$ cat config.mk
export PLATFORM = sky130hd
export DESIGN_NAME = button_debounce
export DESIGN_NICKNAME = d
export VERILOG_FILES = /design/src/rtl/button_pkg.sv /design/src/rtl/debounce_channel.sv /design/src/rtl/button_debounce.sv
export SDC_FILE = /design/constraint.sdc
export NUM_CORES = 1
export LEC_CHECK = 0
export ABC_CLOCK_PERIOD_IN_PS = 4480
export CAP_MARGIN = 20
export CORE_ASPECT_RATIO = 1.75
export CORE_MARGIN = 4
export CORE_UTILIZATION = 60
export DETAILED_ROUTE_END_ITERATION = 6
export GPL_TIMING_DRIVEN = 0
export PLACE_DENSITY = 0.77
export SYNTH_ARGS = -nofsm -noshare
export SYNTH_HDL_FRONTEND = slang
export SYNTH_HIERARCHICAL = 1
export SYNTH_SLANG_ARGS = --single-unit
export TNS_END_PERCENT = 20
$ cat constraint.sdc
create_clock -name clock -period 4.48 [get_ports clock]
set_clock_uncertainty 0.15 [all_clocks]
set_input_delay 1.344 -clock clock [delete_from_list [all_inputs] [get_ports clock]]
set_output_delay 1.344 -clock clock [all_outputs]
set_load 0.1 [all_outputs]
$ cat src/rtl/button_pkg.sv
// -----------------------------------------------------------------------------
// button_pkg
// Shared types for the push-button front end:
//   event_mode_t     - which accepted transitions produce a button_event pulse
//   debounce_state_t - per-channel debounce FSM states
// Also holds a small helper that decides whether a transition is reported.
// -----------------------------------------------------------------------------
package button_pkg;

    typedef enum logic [1:0] {
        EVENT_PRESS   = 2'd0,
        EVENT_RELEASE = 2'd1,
        EVENT_BOTH    = 2'd2
    } event_mode_t;

    typedef enum logic [1:0] {
        RELEASED        = 2'd0,
        PRESS_PENDING   = 2'd1,
        PRESSED         = 2'd2,
        RELEASE_PENDING = 2'd3
    } debounce_state_t;

    // True when the given mode reports an accepted press (is_press=1) or release (is_press=0)
    function automatic logic event_enabled(input event_mode_t mode, input logic is_press);
        logic en;
        case (mode)
            EVENT_PRESS:   en = is_press;
            EVENT_RELEASE: en = ~is_press;
            EVENT_BOTH:    en = 1'b1;
            default:       en = 1'b0;
        endcase
        return en;
    endfunction

endpackage

$ cat src/rtl/debounce_channel.sv
// -----------------------------------------------------------------------------
// debounce_channel
// One button channel: synchroniser chain, counter-based debounce FSM,
// registered level / event outputs and an optional long-press detector.
// Ports:
//   clock        in  system clock
//   reset_n      in  synchronous active-low reset
//   button_n     in  raw inverting button (0 = pressed), asynchronous
//   button_state out debounced level, 1 = pressed
//   button_event out one-cycle pulse on accepted transition selected by EVENT_MODE
//   button_long  out one-cycle pulse once a press has been held LONG_PRESS_CYCLES
// -----------------------------------------------------------------------------
module debounce_channel
    import button_pkg::*;
#(
    parameter int unsigned SYNC_STAGES       = 2,
    parameter int unsigned DEBOUNCE_CYCLES   = 500000,
    parameter event_mode_t EVENT_MODE        = EVENT_PRESS,
    parameter int unsigned LONG_PRESS_CYCLES = 50000000
) (
    input  logic clock,
    input  logic reset_n,
    input  logic button_n,
    output logic button_state,
    output logic button_event,
    output logic button_long
);

    localparam int CNT_W = $clog2(DEBOUNCE_CYCLES + 1);
    localparam logic [CNT_W-1:0] CNT_LAST = CNT_W'(DEBOUNCE_CYCLES - 1);

    logic [SYNC_STAGES-1:0] sync_q;
    logic [SYNC_STAGES-1:0] sync_d;
    logic                   pressed_s;
    debounce_state_t        state_q;
    debounce_state_t        state_d;
    logic [CNT_W-1:0]       cnt_q;
    logic [CNT_W-1:0]       cnt_d;
    logic                   accept_press_s;
    logic                   accept_release_s;
    logic                   state_out_q;
    logic                   state_out_d;
    logic                   event_q;
    logic                   event_d;

    // Synchroniser shift, debounce FSM next state, and registered output values
    always_comb begin
        sync_d           = {sync_q[SYNC_STAGES-2:0], button_n};
        pressed_s        = ~sync_q[SYNC_STAGES-1];
        state_d          = state_q;
        cnt_d            = cnt_q;
        accept_press_s   = 1'b0;
        accept_release_s = 1'b0;
        case (state_q)
            RELEASED: begin
                if (pressed_s) begin
                    state_d = PRESS_PENDING;
                    cnt_d   = '0;
                end else begin
                    state_d = RELEASED;
                end
            end
            PRESS_PENDING: begin
                if (!pressed_s) begin
                    // bounce back before the level was stable long enough
                    state_d = RELEASED;
                    cnt_d   = '0;
                end else if (cnt_q == CNT_LAST) begin
                    state_d        = PRESSED;
                    accept_press_s = 1'b1;
                end else begin
                    cnt_d = cnt_q + CNT_W'(1);
                end
            end
            PRESSED: begin
                if (!pressed_s) begin
                    state_d = RELEASE_PENDING;
                    cnt_d   = '0;
                end else begin
                    state_d = PRESSED;
                end
            end
            RELEASE_PENDING: begin
                if (pressed_s) begin
                    state_d = PRESSED;
                end else if (cnt_q == CNT_LAST) begin
                    state_d          = RELEASED;
                    accept_release_s = 1'b1;
                end else begin
                    cnt_d = cnt_q + CNT_W'(1);
                end
            end
            default: begin
                state_d = RELEASED;
                cnt_d   = '0;
            end
        endcase
        // Outputs are computed from the next state so they line up with the transition edge
        state_out_d = (state_d == PRESSED) || (state_d == RELEASE_PENDING);
        event_d     = (accept_press_s   && event_enabled(EVENT_MODE, 1'b1)) ||
                      (accept_release_s && event_enabled(EVENT_MODE, 1'b0));
    end

    // Sync chain, FSM and output registers with synchronous reset to "released"
    always_ff @(posedge clock) begin
        if (!reset_n) begin
            sync_q      <= '1;
            state_q     <= RELEASED;
            cnt_q       <= '0;
            state_out_q <= 1'b0;
            event_q     <= 1'b0;
        end else begin
            sync_q      <= sync_d;
            state_q     <= state_d;
            cnt_q       <= cnt_d;
            state_out_q <= state_out_d;
            event_q     <= event_d;
        end
    end

    assign button_state = state_out_q;
    assign button_event = event_q;

    if (LONG_PRESS_CYCLES == 0) begin : g_no_long
        assign button_long = 1'b0;
    end else begin : g_long
        localparam int LW = $clog2(LONG_PRESS_CYCLES + 1);
        localparam logic [LW-1:0] LMAX = LW'(LONG_PRESS_CYCLES);

        logic [LW-1:0] lcnt_q;
        logic [LW-1:0] lcnt_d;
        logic          long_q;
        logic          long_d;

        // Hold-time counter: restarts on each accepted press, saturates so only one pulse fires
        always_comb begin
            lcnt_d = lcnt_q;
            long_d = 1'b0;
            if (accept_press_s) begin
                lcnt_d = '0;
            end else if ((state_q == PRESSED) && (lcnt_q != LMAX)) begin
                lcnt_d = lcnt_q + LW'(1);
                long_d = (lcnt_q == LMAX - LW'(1));
            end else begin
                lcnt_d = lcnt_q;
            end
        end

        // Long-press counter and pulse register
        always_ff @(posedge clock) begin
            if (!reset_n) begin
                lcnt_q <= '0;
                long_q <= 1'b0;
            end else begin
                lcnt_q <= lcnt_d;
                long_q <= long_d;
            end
        end

        assign button_long = long_q;
    end

endmodule

$ cat src/rtl/button_debounce.sv
// -----------------------------------------------------------------------------
// button_debounce
// Multi-channel push-button front end: NUM_BUTTONS independent
// debounce_channel instances sharing one clock and reset.
// Ports:
//   clock        in  system clock
//   reset_n      in  synchronous active-low reset
//   button_n     in  [NUM_BUTTONS] raw inverting buttons (0 = pressed)
//   button_state out [NUM_BUTTONS] debounced level, 1 = pressed
//   button_event out [NUM_BUTTONS] one-cycle accepted-transition pulses
//   button_long  out [NUM_BUTTONS] one-cycle long-press pulses
// -----------------------------------------------------------------------------
module button_debounce
    import button_pkg::*;
#(
    parameter int unsigned NUM_BUTTONS       = 1,
    parameter int unsigned SYNC_STAGES       = 2,
    parameter int unsigned DEBOUNCE_CYCLES   = 500000,
    parameter event_mode_t EVENT_MODE        = EVENT_PRESS,
    parameter int unsigned LONG_PRESS_CYCLES = 50000000
) (
    input  logic                   clock,
    input  logic                   reset_n,
    input  logic [NUM_BUTTONS-1:0] button_n,
    output logic [NUM_BUTTONS-1:0] button_state,
    output logic [NUM_BUTTONS-1:0] button_event,
    output logic [NUM_BUTTONS-1:0] button_long
);

    for (genvar g = 0; g < NUM_BUTTONS; g++) begin : g_ch
        debounce_channel #(
            .SYNC_STAGES      (SYNC_STAGES),
            .DEBOUNCE_CYCLES  (DEBOUNCE_CYCLES),
            .EVENT_MODE       (EVENT_MODE),
            .LONG_PRESS_CYCLES(LONG_PRESS_CYCLES)
        ) u_ch (
            .clock       (clock),
            .reset_n     (reset_n),
            .button_n    (button_n[g]),
            .button_state(button_state[g]),
            .button_event(button_event[g]),
            .button_long (button_long[g])
        );
    end

endmodule

* After elaboration in Yosys (flattened, before gate mapping)
Index checks and enable logic that the tools add are counted.
Widths: inputs -> output; s select.
** Word-level totals
- Register bits after elaboration :: 52
- Latch bits :: 0
- RAM bits :: 0
- Memory bits (read-only) :: 0
- Memories kept :: 0
** Operators by class
- $add $sub $neg :: 2
- $mul :: 0
- Div/mod/pow operators :: 0
- Order comparisons :: 0
- Equality and inequality tests :: 11
- Shift operators :: 0
- Muxes and demuxes :: 16
- Bitwise logic cells :: 2
- Reductions and logical operators :: 6
** Operators with widths (number)
- $mux 19 :: 5
- $pmux 19 s4 :: 1
- $add 26x1->26 const B :: 1
- $eq 26x26->1 const B :: 1
- $ne 26x26->1 const B :: 1
- $add 19x1->19 const B :: 1
- $eq 19x19->1 const B :: 1
- $eq 2x2->1 const B :: 4
- $mux 2 :: 4
- $pmux 2 s4 :: 1
- $mux 1 :: 5
- $ne 2x1->1 const B :: 2
- $reduce_and 3->1 :: 1
- $reduce_or 3->1 :: 1
- $eq 2x1->1 const B :: 1
- $logic_not 2->1 :: 1
- $ne 2x2->1 const B :: 1
- $not 1->1 :: 2
- $reduce_or 2->1 :: 1
- $logic_and 1x1->1 :: 1
- $logic_or 1x1->1 :: 1

* Depth between registers and ports, before layout
- Depth in word-level cells :: 6
- Mapped depth :: 7

* Worst setup path after synthesis
Ideal clock, no wire load.
- Path kind :: reg-to-reg
- From :: register g_ch[0].u_ch.cnt_q[0]
- To :: register g_ch[0].u_ch.cnt_q[18]
- Setup time :: 0.074 ns
- Data arrival time :: 2.281 ns
- Setup slack :: 1.975 ns
- Cell stages (with the launch flop) :: 7
- Buffers on the path :: 0
- Cell sequence :: dfxtp_1 -> ha_1 -> inv_1 -> or4_4 -> or3_4 -> or4_1 -> a31oi_1
** Between the ends
- Word-level cells in the longest chain between the ends :: 4
** Ends and longest elaborated chain
- start: declaration :: line debounce_channel.sv:37 : logic [CNT_W-1:0] cnt_q;
- start signal: assignment :: line debounce_channel.sv:115 : cnt_q <= cnt_d;
- $add 19x1->19 or $eq 19x19->1 (tied branches)
- $mux 19 * :: line debounce_channel.sv:68, debounce_channel.sv:86
- $mux 19, on equally long branches :: line debounce_channel.sv:84, debounce_channel.sv:64
- $pmux 19 s4 * :: line debounce_channel.sv:54 : case (state_q)
Mark *: on every way between the ends. The rest lies on a longest branch, timed or not. The select of a mux whose other input is x is not followed.
A chain may end at the register's enable or synchronous reset.

* Final worst setup path
- From :: register g_ch[0].u_ch.event_q
- To :: output port button_event
** RTL lines
- start: declaration :: line debounce_channel.sv:43 : logic event_q;
- start signal: assignment :: line debounce_channel.sv:117 : event_q <= event_d;
- end: declaration :: line button_debounce.sv:26 : output logic [NUM_BUTTONS-1:0] button_event,
No word-level cell between the ends.

==> flow_metrics.env <==
export IMPL_run_status="complete, no violations"
export IMPL_cts_resized=0
export IMPL_synth_seq_area_share_pct=39.7
export IMPL_viasPerCell=6.05
export IMPL_powerDensity_nw_per_um2=286
export IMPL_core_area_sq_um=4190
export IMPL_clk_pin_slew_ns=0.10
export IMPL_combPwrFrac_pct=2.9
export IMPL_grt_setup_unrepaired="false"
export IMPL_postCtsHoldBufs=0
export IMPL_vias=2275
export IMPL_instances_no_fill=376
export IMPL_arrival_ns=1.75
export IMPL_hold_viol_final=0
export IMPL_min_period_over_period_pct=72.5
export IMPL_grt_ovfl_total=0
export IMPL_pwr_share_seq_pct=57.3
export IMPL_die_w_microns=58.0
export IMPL_final_setup_viol_count=0
export IMPL_drive_gt1_share_pct=7.34
export IMPL_critPathLaunchType="register"
export IMPL_relSlewSlack_pct=35.7
export IMPL_hpwl_microns=4230
export IMPL_crit_chain="clkdlybuf4s50_1"
export IMPL_grt_pass1_wl_microns=9810
export IMPL_cts_htree_levels=2
export IMPL_r2r_start="g_ch[0].u_ch/cnt_q[0]"
export IMPL_die_area_sq_um=5530
export IMPL_grt_max_degree=17
export IMPL_syn_num_nets=320
export IMPL_area_growth_syn_to_layout_pct=8.50
export IMPL_vdd_drop_max_v=0.000272
export IMPL_detail_route_antenna_nets=0
export IMPL_worstPathRequired_ns=2.99
export IMPL_yosys_warnings=6
export IMPL_maxCapViolations=0
export IMPL_fin_setup_tns_ns=0
export IMPL_die_height_microns=95.4
export IMPL_cts_tree="built"
export IMPL_wirelength_microns=5630
export IMPL_start_util_pct=62.5
export IMPL_cts_made_buffers=5
export IMPL_worstHoldStart="g_ch[0].u_ch/sync_q[0]"
export IMPL_cp_top_family="buffers and inverters"
export IMPL_whs_ns=0.268
export IMPL_io_pins=6
export IMPL_place_gp_congestion=0.873
export IMPL_place_inst=368
export IMPL_num_nets_final=332
export IMPL_clock_latency_ns=0.31
export IMPL_pwr_share_clk_pct=39.8
export IMPL_place_ws_ns=1.46
export IMPL_async_flop_share_pct=0
export IMPL_drt_pass1_iterations=4
export IMPL_drt_iter0_drc=83
export IMPL_cts_root_buffer="clkbuf_8"
export IMPL_cts_sinks=52
export IMPL_synth_avg_cell_area_sq_um=8.34
export IMPL_setup_ws_ns=1.23
export IMPL_diodes=0
export IMPL_cp_startpoint="g_ch[0].u_ch/button_event"
export IMPL_ys_types=48
export IMPL_crit_buf_inv=1
export IMPL_layout_min_cycle_time_ns=3.25
export IMPL_synth_main_ff_cell="dfxtp_1"
export IMPL_port_buffer_count=5
export IMPL_power_internal_uw=637
export IMPL_first_global_vias=2209
export IMPL_leakage_nw=0.910
export IMPL_critPathCaptureType="output port"
export IMPL_fmax_mhz=308
export IMPL_grtUsageTotal_pct=22.7
export IMPL_drcViolationCount=0
export IMPL_crit_type="register to output port"
export IMPL_crit_path_max_incr_delay_ns=1.12
export IMPL_postCtsSetupRepairBufs=0
export IMPL_hp_class="register to register"
export IMPL_wl_per_cell_microns=15.0
export IMPL_synth_cell_area_sq_um=2620
export IMPL_power_switching_uw=176
export IMPL_antenna_found_initial=0
export IMPL_switching_share_pct=21.7
export IMPL_drv_slew=0
export IMPL_synth_edf_count=0
export IMPL_cts_buffer_depth=2
export IMPL_synth_cells=314
export IMPL_ys_ff_latch=52
export IMPL_crit_fanout=1
export IMPL_worstMarginPinSlew_ns=0.962
export IMPL_num_fill_cells=357
export IMPL_cpMaxStageDelayCell="clkdlybuf4s50_1"
export IMPL_rows=31
cell usage after synthesis, types with 2 or more instances:
library cell	count	area share (%)
o21ai_0	3	0.57
o31ai_1	2	0.57
inv_1	12	1.7
nor4_1	8	1.9
or4_1	6	1.7
nor2b_1	2	0.48
a31oi_1	3	0.72
mux2i_1	3	1.1
nand3_1	22	4.2
nor3_1	9	1.7
clkbuf_1	7	1.0
nand4_1	17	4.1
o211ai_1	2	0.57
and3_1	7	1.7
a211oi_1	2	0.57
buf_4	2	0.57
or2_2	2	0.48
nand2_1	26	3.7
a2111oi_0	3	1.0
nand2b_1	4	0.95
xnor2_1	20	6.7
or4_2	2	0.67
a21oi_1	4	0.76
nor2_1	51	7.3
dfxtp_1	52	40
nor4b_1	2	0.67
xor2_1	15	5.0
ha_1	3	1.4
or3_1	2	0.48
nand3b_1	3	0.86
cell usage in the layout (no fill, tap or decap), types with 3 or more instances in the layout:
cell	count
dfxtp_1	52
nor2_1	51
nand2_1	26
nand3_1	22
xnor2_1	20
nand4_1	17
xor2_1	15
inv_1	12
nor3_1	9
nor4_1	8
clkbuf_1	7
and3_1	7
or4_1	6
clkbuf_8	5
clkdlybuf4s50_1	5
nand2b_1	4
a21oi_1	4
o21ai_0	3
a2111oi_0	3
a31oi_1	3
mux2i_1	3
nand3b_1	3
ha_1	3
cells by family after synthesis:
logic type / share of synthesized area [%]
compound gates: 6.69
xor+xnor: 11.7
fa+ha+maj: 1.43
buf+inv: 3.49
flops: 39.7
mux: 1.15
simple gates: 35.8
worst paths after layout:
check	end	slack, ns	cells past startpoint
max reg2reg	g_ch[0].u_ch/cnt_q[18]	1.72	6
max	button_event	1.23	1
min	g_ch[0].u_ch/sync_q[1]	0.27	1
min reg2reg	g_ch[0].u_ch/sync_q[1]	0.27	1
power groups by stage:
stage / clock network [mW] / registers (mW) / logic, mW
6_report: 0.323 / 0.466 / 0.0236
3_5_place_dp: 0 / 0.477 / 0.0234
2_1_floorplan: 0 / 0.476 / 0.0160
5_1_grt: 0.350 / 0.467 / 0.0266
4_1_cts: 0.331 / 0.466 / 0.0236
3_3_place_gp: 0 / 0.477 / 0.0232
area by class of cell:
cell class / count / area [sq um] / share of cell area, %
Timing Repair Buffer: 5 / 50.0 / 1.76
Clock buffer: 5 / 68.8 / 2.42
Clock inverter: 3 / 42.5 / 1.50
Sequential cell: 52 / 1040 / 36.6
Multi-Input combinational cell: 240 / 1490 / 52.3
Inverter: 12 / 45.0 / 1.58
Buffer: 10 / 46.3 / 1.63
Tap cell: 49 / 61.3 / 2.16
sequential cells by signal, indices dropped and copies added, names as in the netlist:
signal / flops
g_ch.u_ch/sync_q: 2
g_ch.u_ch/state_q: 2
g_ch.u_ch/button_long: 1
g_ch.u_ch/button_state: 1
g_ch.u_ch/g_long.lcnt_q: 26
g_ch.u_ch/button_event: 1
g_ch.u_ch/cnt_q: 19
routing by layer:
layer	vias to the layer above	wire, microns	track usage, %
met5	-	0	0
met4	0	195	13.3
met3	16	99	3.25
met2	31	3170	43.2
met1	1092	2170	22.5
li1	1136	-	-
metrics by stage:
stage               total power, mW  instance area (sq um)  util, %
detailed placement            0.500                   2730     65.2
finish                        0.813                   2840     67.9
floorplan                     0.492                   2620        -
CTS                           0.821                   2840     67.9
global placement              0.500                   2730     65.2
global route                  0.843                   2840     67.9
Power figures use the tool's default switching activity.
